`config.mk`:
```
export PLATFORM = sky130hd
export DESIGN_NAME = serial_send
export DESIGN_NICKNAME = d
export VERILOG_FILES = /design/src/rtl/serial_send.sv
export SDC_FILE = /design/constraint.sdc
export NUM_CORES = 1
export LEC_CHECK = 0
export CORE_MARGIN = 8
export CORE_UTILIZATION = 55
export DETAILED_ROUTE_END_ITERATION = 12
export DONT_BUFFER_PORTS = 1
export PLACE_DENSITY = 0.75
export SLEW_MARGIN = 20
export SYNTH_ARGS = -nofsm -noshare
export SYNTH_HDL_FRONTEND = slang
export SYNTH_SLANG_ARGS = --single-unit
export TNS_END_PERCENT = 30
```
`constraint.sdc`:
```
create_clock -name clk -period 7.6 [get_ports clk]
set_input_delay 0.38 -clock clk [delete_from_list [all_inputs] [get_ports clk]]
set_output_delay 0.38 -clock clk [all_outputs]
set_load 0.1 [all_outputs]
```
`src/rtl/serial_send.sv`:
```
// serial_send: byte FIFO feeding an 8-bit serial transmitter.
// The line idles high. Each frame is a start bit, D0..D7 sent LSB first,
// an optional even-parity bit and one stop bit. Every bit lasts RCONST clocks.
// Optional feature: defining SERIAL_SEND_PARITY_EN adds the PARITY state,
// which sends even parity after D7 and makes the frame 11 bits long.
module serial_send #(
  parameter int RCONST  = 868,
  parameter int FIFO_AW = 4
) (
  input  logic       clk,
  input  logic       reset,
  input  logic [7:0] tx_byte,
  input  logic       tx_wr,
  output logic       tx_full,
  output logic       tx_empty,
  output logic       tx_busy,
  output logic       tx
);

  localparam int DEPTH = 1 << FIFO_AW;
  localparam int BW    = (RCONST > 1) ? $clog2(RCONST) : 1;
  localparam logic [BW-1:0]    BAUD_LAST = BW'(RCONST - 1);
  localparam logic [FIFO_AW:0] LEVEL_MAX = (FIFO_AW + 1)'(DEPTH);

  typedef enum logic [2:0] {
    IDLE   = 3'd0,
    START  = 3'd1,
    DATA   = 3'd2,
`ifdef SERIAL_SEND_PARITY_EN
    PARITY = 3'd3,
`endif
    STOP   = 3'd4
  } state_t;

  // FIFO storage and bookkeeping
  logic [7:0]         mem [DEPTH];
  logic [FIFO_AW-1:0] wr_ptr;
  logic [FIFO_AW-1:0] rd_ptr;
  logic [FIFO_AW:0]   level;
  logic               push;
  logic               pop;
  logic [7:0]         head;

  // Transmitter state
  state_t     state, state_next;
  logic [BW-1:0] baud, baud_next;
  logic [2:0] bit_cnt, bit_next;
  logic [7:0] shreg, shreg_next;
  logic       tx_next;
  logic       baud_end;

  // Flags decode the registered level only, so tx_wr never reaches them combinationally.
  assign tx_empty = (level == '0);
  assign tx_full  = (level == LEVEL_MAX);
  assign tx_busy  = (state != IDLE);
  assign head     = mem[rd_ptr];
  assign baud_end = (baud == BAUD_LAST);

  // A full FIFO still accepts a write when the transmitter pops on the same edge.
  assign push = tx_wr && (!tx_full || pop);

  // FIFO pointers and level; simultaneous push and pop leave the level unchanged.
  always_ff @(posedge clk) begin
    if (reset) begin
      wr_ptr <= '0;
      rd_ptr <= '0;
      level  <= '0;
    end else begin
      if (push) wr_ptr <= wr_ptr + FIFO_AW'(1);
      if (pop)  rd_ptr <= rd_ptr + FIFO_AW'(1);
      if (push && !pop)      level <= level + (FIFO_AW + 1)'(1);
      else if (pop && !push) level <= level - (FIFO_AW + 1)'(1);
    end
  end

  // FIFO data array; the pointer reset alone makes stale entries unreachable.
  always_ff @(posedge clk) begin
    if (push && !reset) mem[wr_ptr] <= tx_byte;
  end

  // Next-state, counter and pop logic; the line level is derived from where the FSM lands.
  always_comb begin
    state_next = state;
    baud_next  = baud;
    bit_next   = bit_cnt;
    shreg_next = shreg;
    pop        = 1'b0;
    tx_next    = 1'b1;

    case (state)
      IDLE: begin
        if (!tx_empty) begin
          pop        = 1'b1;
          shreg_next = head;
          baud_next  = '0;
          state_next = START;
        end
      end
      START: begin
        if (baud_end) begin
          baud_next  = '0;
          bit_next   = '0;
          state_next = DATA;
        end else begin
          baud_next = baud + BW'(1);
        end
      end
      DATA: begin
        if (baud_end) begin
          baud_next = '0;
          bit_next  = bit_cnt + 3'd1;
          if (bit_cnt == 3'd7) begin
`ifdef SERIAL_SEND_PARITY_EN
            state_next = PARITY;
`else
            state_next = STOP;
`endif
          end
        end else begin
          baud_next = baud + BW'(1);
        end
      end
`ifdef SERIAL_SEND_PARITY_EN
      PARITY: begin
        if (baud_end) begin
          baud_next  = '0;
          state_next = STOP;
        end else begin
          baud_next = baud + BW'(1);
        end
      end
`endif
      STOP: begin
        if (baud_end) begin
          baud_next = '0;
          // Back-to-back frames: pop the next byte on the stop-bit boundary.
          if (!tx_empty) begin
            pop        = 1'b1;
            shreg_next = head;
            state_next = START;
          end else begin
            state_next = IDLE;
          end
        end else begin
          baud_next = baud + BW'(1);
        end
      end
      default: state_next = IDLE;
    endcase

    case (state_next)
      START:   tx_next = 1'b0;
      DATA:    tx_next = shreg_next[bit_next];
`ifdef SERIAL_SEND_PARITY_EN
      PARITY:  tx_next = ^shreg_next;
`endif
      default: tx_next = 1'b1;
    endcase
  end

  // Control registers and the registered line output.
  always_ff @(posedge clk) begin
    if (reset) begin
      state   <= IDLE;
      baud    <= '0;
      bit_cnt <= '0;
      tx      <= 1'b1;
    end else begin
      state   <= state_next;
      baud    <= baud_next;
      bit_cnt <= bit_next;
      tx      <= tx_next;
    end
  end

  // Shift register holds the byte being sent; loaded on every pop.
  always_ff @(posedge clk) begin
    shreg <= shreg_next;
  end

endmodule

```
-- Word-level counts from Yosys, hierarchy flattened
Memory sizes are Yosys's and may differ from the RTL's. A register that Yosys moved wholly into a read port is not among the register bits.
Cells that the tools add are included.
- flip-flop bits (word level): 38
- bits in writable memories: 128
- input port bits: 11
- output and inout bits: 4
- memories: 1
- add/subtract/negate cells: 6
- magnitude comparators: 1
- equality and inequality tests: 9
- muxes and demuxes: 28
- reductions and logical operators: 16
- memories (memory ; depth ; bits a word ; rd ports ; clocked after Yosys merged registers in ; write ports ; RTL line ; RTL):
    mem ; 16 ; 8 ; 1 ; 1 ; 1 ; 36 ; logic [7:0] mem [DEPTH];
- operators with widths (operator ; count):
    2-to-1 mux 3 bit ; 7
    2-to-1 mux 10 bit ; 2
    one-hot mux 10 bit (2 select lines) ; 1
    2-to-1 mux 8 bit ; 2
    one-hot mux 8 bit (2 select lines) ; 1
    one-hot mux 3 bit (4 select lines) ; 1
    adder 10 x 1 -> 10 bit, second input constant ; 1
    == test 10 bit, second input constant ; 1
    2-to-1 mux 5 bit ; 2
    adder 4 x 1 -> 4 bit, second input constant ; 2
    2-to-1 mux 4 bit ; 2
    == test 3 x 1 -> 1 bit, second input constant ; 2
    == test 3 x 2 -> 1 bit, second input constant ; 2
    == test 3 bit, second input constant ; 2
    2-to-1 mux 1 bit ; 6
    one-hot mux 3 bit (2 select lines) ; 1
    adder 5 x 1 -> 5 bit, second input constant ; 1
    == test 5 bit, second input constant ; 1
    logical NOT 5 bit ; 1
    subtractor 5 x 1 -> 5 bit, second input constant ; 1
    logical AND 1 bit ; 4
    logical NOT 1 bit ; 4
    less-than comparator 3 x 4 -> 1 bit, second input constant ; 1
    one-hot mux 1 bit (2 select lines) ; 2
    9 further kinds ; 10

-- Logic depth before layout (Yosys ltp)
Gate-level depths: netlist (run 1).
- depth in word-level cells: 10
- depth in mapped cells: 15

-- Worst setup path after synthesis (run 1)
No wires, ideal clock.
- path type: register -> register
- from: reg level[0]
- to: reg level[4]
- library setup time: 71 ps
- arrival: 4056 ps
- data required time: 7529 ps
- slack: 3474 ps
- stages on the path, launching flop included: 13
- buffers on the path: 0
- clock period less this slack: 4126 ps
- cells stage by stage: dfxtp_1 or4_4 nor2_1 o31a_1 nor2b_1 ha_1 inv_1 ha_1 a21o_1 a21oi_1 xnor2_1 or3_1 a21oi_1
- elaborated cells on any way between the ends: 17
- classes of those cells: 2 x add/sub; 1 x eq/ne; 5 x mux; 9 x reduce/logical
- RTL lines (what ; RTL line ; RTL):
    start, declared ; 39 ; logic [FIFO_AW:0] level;
    start signal, assigned ; 71 ; if (push && !pop) level <= level + (FIFO_AW + 1)'(1);
    start signal, assigned ; 72 ; else if (pop && !push) level <= level - (FIFO_AW + 1)'(1);
    == test 5 bit * ; 54 ; assign tx_full = (level == LEVEL_MAX);
    net tx_full ; 14 ; output logic tx_full,
    logical NOT 1 bit * ; 60 ; assign push = tx_wr && (!tx_full || pop);
    logical OR 1 bit * ; 60 ;
    logical AND 1 bit * ; 60 ;
    logical NOT 1 bit ; 72 ;
    logical AND 1 bit ; 72 ;
    nonzero test 2 bit (no source line) ; n/a ;
The timed path passes the listed nets; every way through them passes the cells marked *. The select of a mux whose other input is x is not followed.
A chain may end at the register's enable or synchronous reset.

-- Final worst setup path (run 1)
- from: reg baud[0]
- to: reg level[4]
- cells in the longest elaborated chain, start to end: 8
- elaborated cells on any way between the ends: 11
- classes of those cells: 1 x eq/ne; 3 x mux; 7 x reduce/logical
- RTL lines (what ; RTL line ; RTL):
    start, declared ; 46 ; logic [BW-1:0] baud, baud_next;
    start signal, assigned ; 170 ; baud <= baud_next;
    == test 10 bit * ; 57 ; assign baud_end = (baud == BAUD_LAST);
    2-to-1 mux 1 bit * ; 134 ; if (baud_end) begin
    one-hot mux 1 bit (2 select lines) * ; 90 ; case (state)
    logical OR 1 bit ; 60 ;
    logical AND 1 bit ; 60 ;
    logical NOT 1 bit ; 72 ;
    logical AND 1 bit ; 72 ;
    nonzero test 2 bit (no source line) ; n/a ;
Every way passes the cells marked *; elsewhere a longest branch is shown, timed or not.

==> results of run 1 <==
-- sequential cells by signal, summed over array words and instances (netlist names), named ones only --
register and cells:
shreg 8, rd_ptr 4, tx 1, state 3
mem 128, baud 10, bit_cnt 3, wr_ptr 4
level 5
-- synthesized netlist by cell type (5+ instances only) --
library cell,count
o21ai_0,7
nand3_1,10
ha_1,13
a22oi_1,5
inv_1,7
mux4_1,6
nor2_1,49
edfxtp_1,128
buf_2,6
dfxtp_1,42
nor2b_1,7
nor3_1,10
clkbuf_1,10
nand4_1,6
a21oi_1,10
xor2_1,12
mux4_2,28
xnor2_1,7
nand2_1,31
nand2b_1,5
-- cell type report --
cell class	instances	share of cell area, %
clock buffers	18	5.50
clock inverters	13	1.52
inverters	8	0.385
multi-input cells	267	29.2
flip-flops and latches	170	60.0
well taps	172	2.76
repair buffers	6	0.673
-- cell usage in the layout (no fill, tap or decap), types with 4 or more instances in the layout --
master     instances
a21o_1             4
nor3b_1            4
a21oi_1           10
a22oi_1            5
nand4_1            6
mux4_2            28
inv_6              4
a211oi_1           4
clkbuf_16         17
nor3_1             7
or3_1              4
nor2_1            47
nand3_1           10
mux2i_1            4
nand2_1           31
dfxtp_1           41
xor2_1            12
edfxtp_1         128
ha_1              13
xnor2_1            7
nand2b_1           5
inv_1              7
nor2b_1            7
o311ai_0           4
o21ai_0            7
mux4_1             6
-- layer usage --
layer / vias up / part of all wire (%) / track usage [%]
met5: - / 0 / 0
met4: 0 / 2.2 / 8.81
met3: 26 / 5.6 / 5.34
met2: 122 / 51 / 29.7
met1: 2025 / 41 / 21.8
li1: 1808 / - / -
-- metrics by stage --
stage          setup slack (ns)  std cells  utilization (%)  hold slack, ns  area, sq um
5_1_grt                    3.08        654             61.9         0.00319         7810
3_5_place_dp               3.58        620             57.3           0.440         7230
2_1_floorplan              3.47        469                -           0.414         7100
3_3_place_gp               3.69        620             57.3           0.435         7230
4_1_cts                    3.55        654             61.9         0.00259         7810
6_report                   3.49        654             61.9          0.0237         7810
-- power breakdown --
part           internal (mW)  switching (mW)
Combinational          0.261           0.350
Clock                  0.452           0.357
Sequential              1.06          0.0615
Total                   1.77           0.768
-- path summary, 6_finish.rpt --
kind,slack [ns],cells past startpoint,endpoint,startpoint
worst max-delay path,3.49,13,level[4],baud[0]
worst min register to register,0.45,2,shreg[7],shreg[7]
worst min-delay path,0.02,1,baud[1],reset
worst max register to register,3.49,13,level[4],baud[0]
-- cell families after synthesis --
family	count (synthesis)
compound gates	50
xor+xnor	19
fa+ha+maj	14
buf+inv	32
flops	170
mux	39
simple gates	145
==> impl_metrics.yaml, run 1 <==
outcome:
  status: "finished, final reports clean"
timing:
  maxSlewViolCount: 0
  slew_headroom_pct: 24.0
  fin_crit_sh_pct: 54.1
  setup-violations-final: 0
  hold_viol: 0
  fin_tns_setup_ns: 0
  finClkSkew_ns: 0.00974
  fmax_mhz: 243
  rsz0062_at_grt: "false"
  tightest_slew_ns: 1.14
  period_minus_slack_ns: 4.11
place:
  place_congestion: 0.767
  io_buffers: 0
  hpwl_mm: 8.88
critical_path:
  path_cells: "ha_1, and4b_1, a31oi_1, nor2_1, clkinv_1, ha_1, inv_1, ha_1, a21o_1, a21oi_1, xnor2_1, or3_1, a21oi_1"
  crit_fanout: 18
  cp-start-kind: "register"
  critPathBufInv: 2
  arrival_ns: 4.47
  critPathSlowestCell: "nor2_1"
  crit_path_end_kind: "register"
  criticalPathCategory: "register to register"
  crit_family: "simple AND/OR/NAND/NOR gates"
  cpMostUsedCell: "ha_1"
  max_stage_delay_ns: 0.61
  worstPathRequired_ns: 7.96
cells_and_area:
  final_net_count: 495
  areaGrowthSynthToFinish_pct: 10.0
  regArea_sq_um: 4690
  multi_input_area_sq_um: 2280
  final.fill_count: 934
  diodes: 0
  drive_gt1_share_pct: 14.5
synthesis:
  synth_fa_ha_area_share_pct: 2.57
  synth_top_area_share_pct: 54.2
  synth_xor_area_share_pct: 2.34
  yosys.area.top_type: "edfxtp_1"
  synthMuxAreaShare_pct: 11.9
  synth-main-ff-cell: "edfxtp_1"
  async_flop_share_pct: 0
  netlist_area_sq_um: 7100
  ys_types: 57
  yosys.area_share.simple_pct: 10.0
  synth_edf_count: 128
  yosys_warnings: 0
  ys_ff_latch: 170
  synth_area_leaders: "edfxtp_1, dfxtp_1, mux4_2"
  yosysSeqAreaShare_pct: 66.0
  synth_nets: 494
  syn_area_per_cell_sq_um: 15.1
  netlist_instances: 469
  synth_top_family_by_area: "multiplexers"
  synth-compound-area-share_pct: 4.95
clock_tree:
  cts_max_path_buffers: 2
  cts_resized: 0
  cts_sinks: 170
  clk_latency_ns: 0.43
  htreeDepth: 4
  hold_buffers: 3
  cts-root-buf: "clkbuf_16"
  clkTransAtPathRegs_ns: 0.06
  cts_made_buffers: 17
  postCtsSetupRepairBufs: 0
  cts_tree: "done"
flow_run:
  drv_cap: 0
routing:
  drt_iter0_markers: 294
  num_vias: 3981
  drcViolationCount: 0
  postRouteAntennaNets: 0
  wl_mm: 14.1
  routed_via_density: 6.09
  firstDrtPassIters: 5
  wl_per_cell_microns: 21.6
grt:
  grt_antenna_before_repair: 0
  grt_pass1_wl_mm: 22.1
  grt_max_degree: 33
  track_usage_pct: 18.2
  gr-total-overflow: 0
  first_global_vias: 3980
floorplanning:
  dieArea_sq_um: 16800
  core_area_sq_um: 12600
  rows: 41
  die_w_microns: 130
  start_util_pct: 56.2
  die-height_microns: 130
  io_pins: 15
power:
  pwr_density_cell_nw_per_um2: 325
  leakage_nw: 2.60
  vdd_drop_max_mv: 0.197
  power_mw: 2.54
hold_path:
  hold_path_class: "input port to register"
Note: power is estimated with default switching activity, not from simulation.
==> inputs of run 2 (changes only) <==
Settings changed: PLACE_DENSITY 0.75 to 0.78.
Clock period 7.6 ns to 3.7 ns, I/O delays scaled along.
==> impl_metrics.yaml, run 2 (synthesis gave the netlist of run 1 again) <==
grt:
  track_usage_pct: 18.6
  grt_antenna_before_repair: 0
  grt_pass1_wl_mm: 22.8
  grt_max_degree: 27
  first_global_vias: 4144
  gr-total-overflow: 0
routing:
  postRouteAntennaNets: 0
  wl_per_cell_microns: 21.0
  drcViolationCount: 0
  num_vias: 4139
  wl_mm: 14.3
  drt_iter0_markers: 360
  firstDrtPassIters: 5
  routed_via_density: 6.06
power:
  vdd_drop_max_mv: 0.506
  leakage_nw: 2.78
  pwr_density_cell_nw_per_um2: 685
cells_and_area:
  most-common-layout-cells: "edfxtp_1, nor2_1, dfxtp_1, nand2_1, mux4_2"
  largest_reg_flops: 128
  regMostFlops: "mem"
  final_common_cell: "edfxtp_1"
  areaGrowthSynthToFinish_pct: 14.4
  diodes: 0
  final_net_count: 523
  reg_top3: "mem: 128 flops, baud: 10 flops, shreg: 8 flops"
  drive_gt1_share_pct: 17.8
critical_path:
  criticalPathCategory: "register to register"
  reg2reg_from: "baud[0]"
  worstReg2RegEnd: "level[4]"
  r2r_cells: 13
  cp-start-kind: "register"
  r2r_slack_ns: 0.26
  arrival_ns: 3.78
  crit_path_end_kind: "register"
  worstPathRequired_ns: 4.05
  crit_fanout: 5
floorplanning:
  rows: 41
  die_w_microns: 130
  dieArea_sq_um: 16800
  core_area_sq_um: 12600
  start_util_pct: 56.2
  io_pins: 15
  die-height_microns: 130
timing:
  hold_viol: 0
  tightest_slew_ns: 0.931
  slew_headroom_pct: 37.8
  setup-violations-final: 0
  maxSlewViolCount: 0
  rsz0062_at_grt: "false"
  fin_tns_setup_ns: 0
  period_minus_slack_ns: 3.44
  fin_crit_sh_pct: 92.8
  fmax_mhz: 291
  holdWs_ns: 0.111
  finClkSkew_ns: 0.0106
place:
  place_congestion: 0.838
  hpwl_mm: 9.08
  io_buffers: 0
outcome:
  status: "finished, final reports clean"
clock_tree:
  cts_made_buffers: 17
  cts_tree: "done"
  clkTransAtPathRegs_ns: 0.07
  cts_sinks: 170
  clk_latency_ns: 0.43
  cts_max_path_buffers: 2
  htreeDepth: 4
  postCtsSetupRepairBufs: 0
  cts-root-buf: "clkbuf_16"
hold_path:
  whs_path_depth: 3
  min_to: "wr_ptr[3]"
  hold_path_class: "input port to register"
  hp-start: "tx_wr"
flow_run:
  drv_cap: 0
run 2: changes by cell type in the layout (fill, tap and decap cells not counted), sizes merged:
cell         previous run  this run
buf                     3        25
bufinv                  1         4
clkinv                  6         3
clkinvlp                2         1
dlygate4sd3             3         9
inv                    12        14
run 2: what timing repair did:
item / 4_1_cts / 5_1_grt
hold endpoints to repair: 153 / 0
gates resized for setup: 0 / 1
hold buffers: 9 / 0
setup endpoints to repair: 0 / 2
run 2: where the power goes:
part           switching, mW  internal (mW)
registers              0.131           2.17
logic                  0.768          0.588
clock network          0.755           1.15
run 2: worst max path at each step:
stage / startpoint / endpoint / slack, ns / depth (start not counted)
detailed placement: baud[0] / level[4] / 0.15 / 13
floorplan: level[0] / level[4] / 0.09 / 12
CTS: baud[0] / level[4] / 0.12 / 13
global route: baud[0] / level[4] / 0.01 / 13
finish: baud[0] / level[4] / 0.26 / 13
global placement: baud[0] / level[4] / 0.26 / 13
run 2: per-stage QoR:
stage / utilization (%) / instances / power, mW / area [sq um] / setup WS (ns)
3_5_place_dp: 58.6 / 642 / 3.66 / 7390 / 0.152
3_3_place_gp: 58.6 / 642 / 3.62 / 7390 / 0.261
4_1_cts: 64.3 / 683 / 5.60 / 8120 / 0.117
5_1_grt: 64.4 / 683 / 5.81 / 8120 / 0.0104
2_1_floorplan: - / 469 / 3.39 / 7100 / 0.0869
6_report: 64.4 / 683 / 5.57 / 8120 / 0.265
run 2: per-layer routing:
| layer | up-vias | global-route usage [%] | part of all wire [%] |
|---|---|---|---|
| met4 | 0 | 9.08 | 2.8 |
| met1 | 2076 | 22.6 | 39 |
| met2 | 169 | 30.4 | 50 |
| met5 | - | 0 | 0 |
| li1 | 1868 | - | - |
| met3 | 26 | 4.93 | 7.6 |
run 2: worst max-delay path, stage by stage, from the launching register on:
cell and delay, ns:
dfxtp_1 0.38, ha_1 0.24, and4b_1 0.25, a31oi_1 0.20
o31a_1 0.35, nor2b_1 0.28, ha_1 0.24, inv_1 0.10
fa_1 0.41, a21o_1 0.18, a21oi_1 0.18, xnor2_1 0.09
or3_1 0.30, a21oi_1 0.13
run 2: final cells by class:
type	count	area (sq um)
clock buffers	18	429
fillers	872	4500
well taps	172	215
inverters	8	30.0
repair buffers	34	290
clock inverters	14	208
multi-input cells	267	2260
flip-flops and latches	170	4690
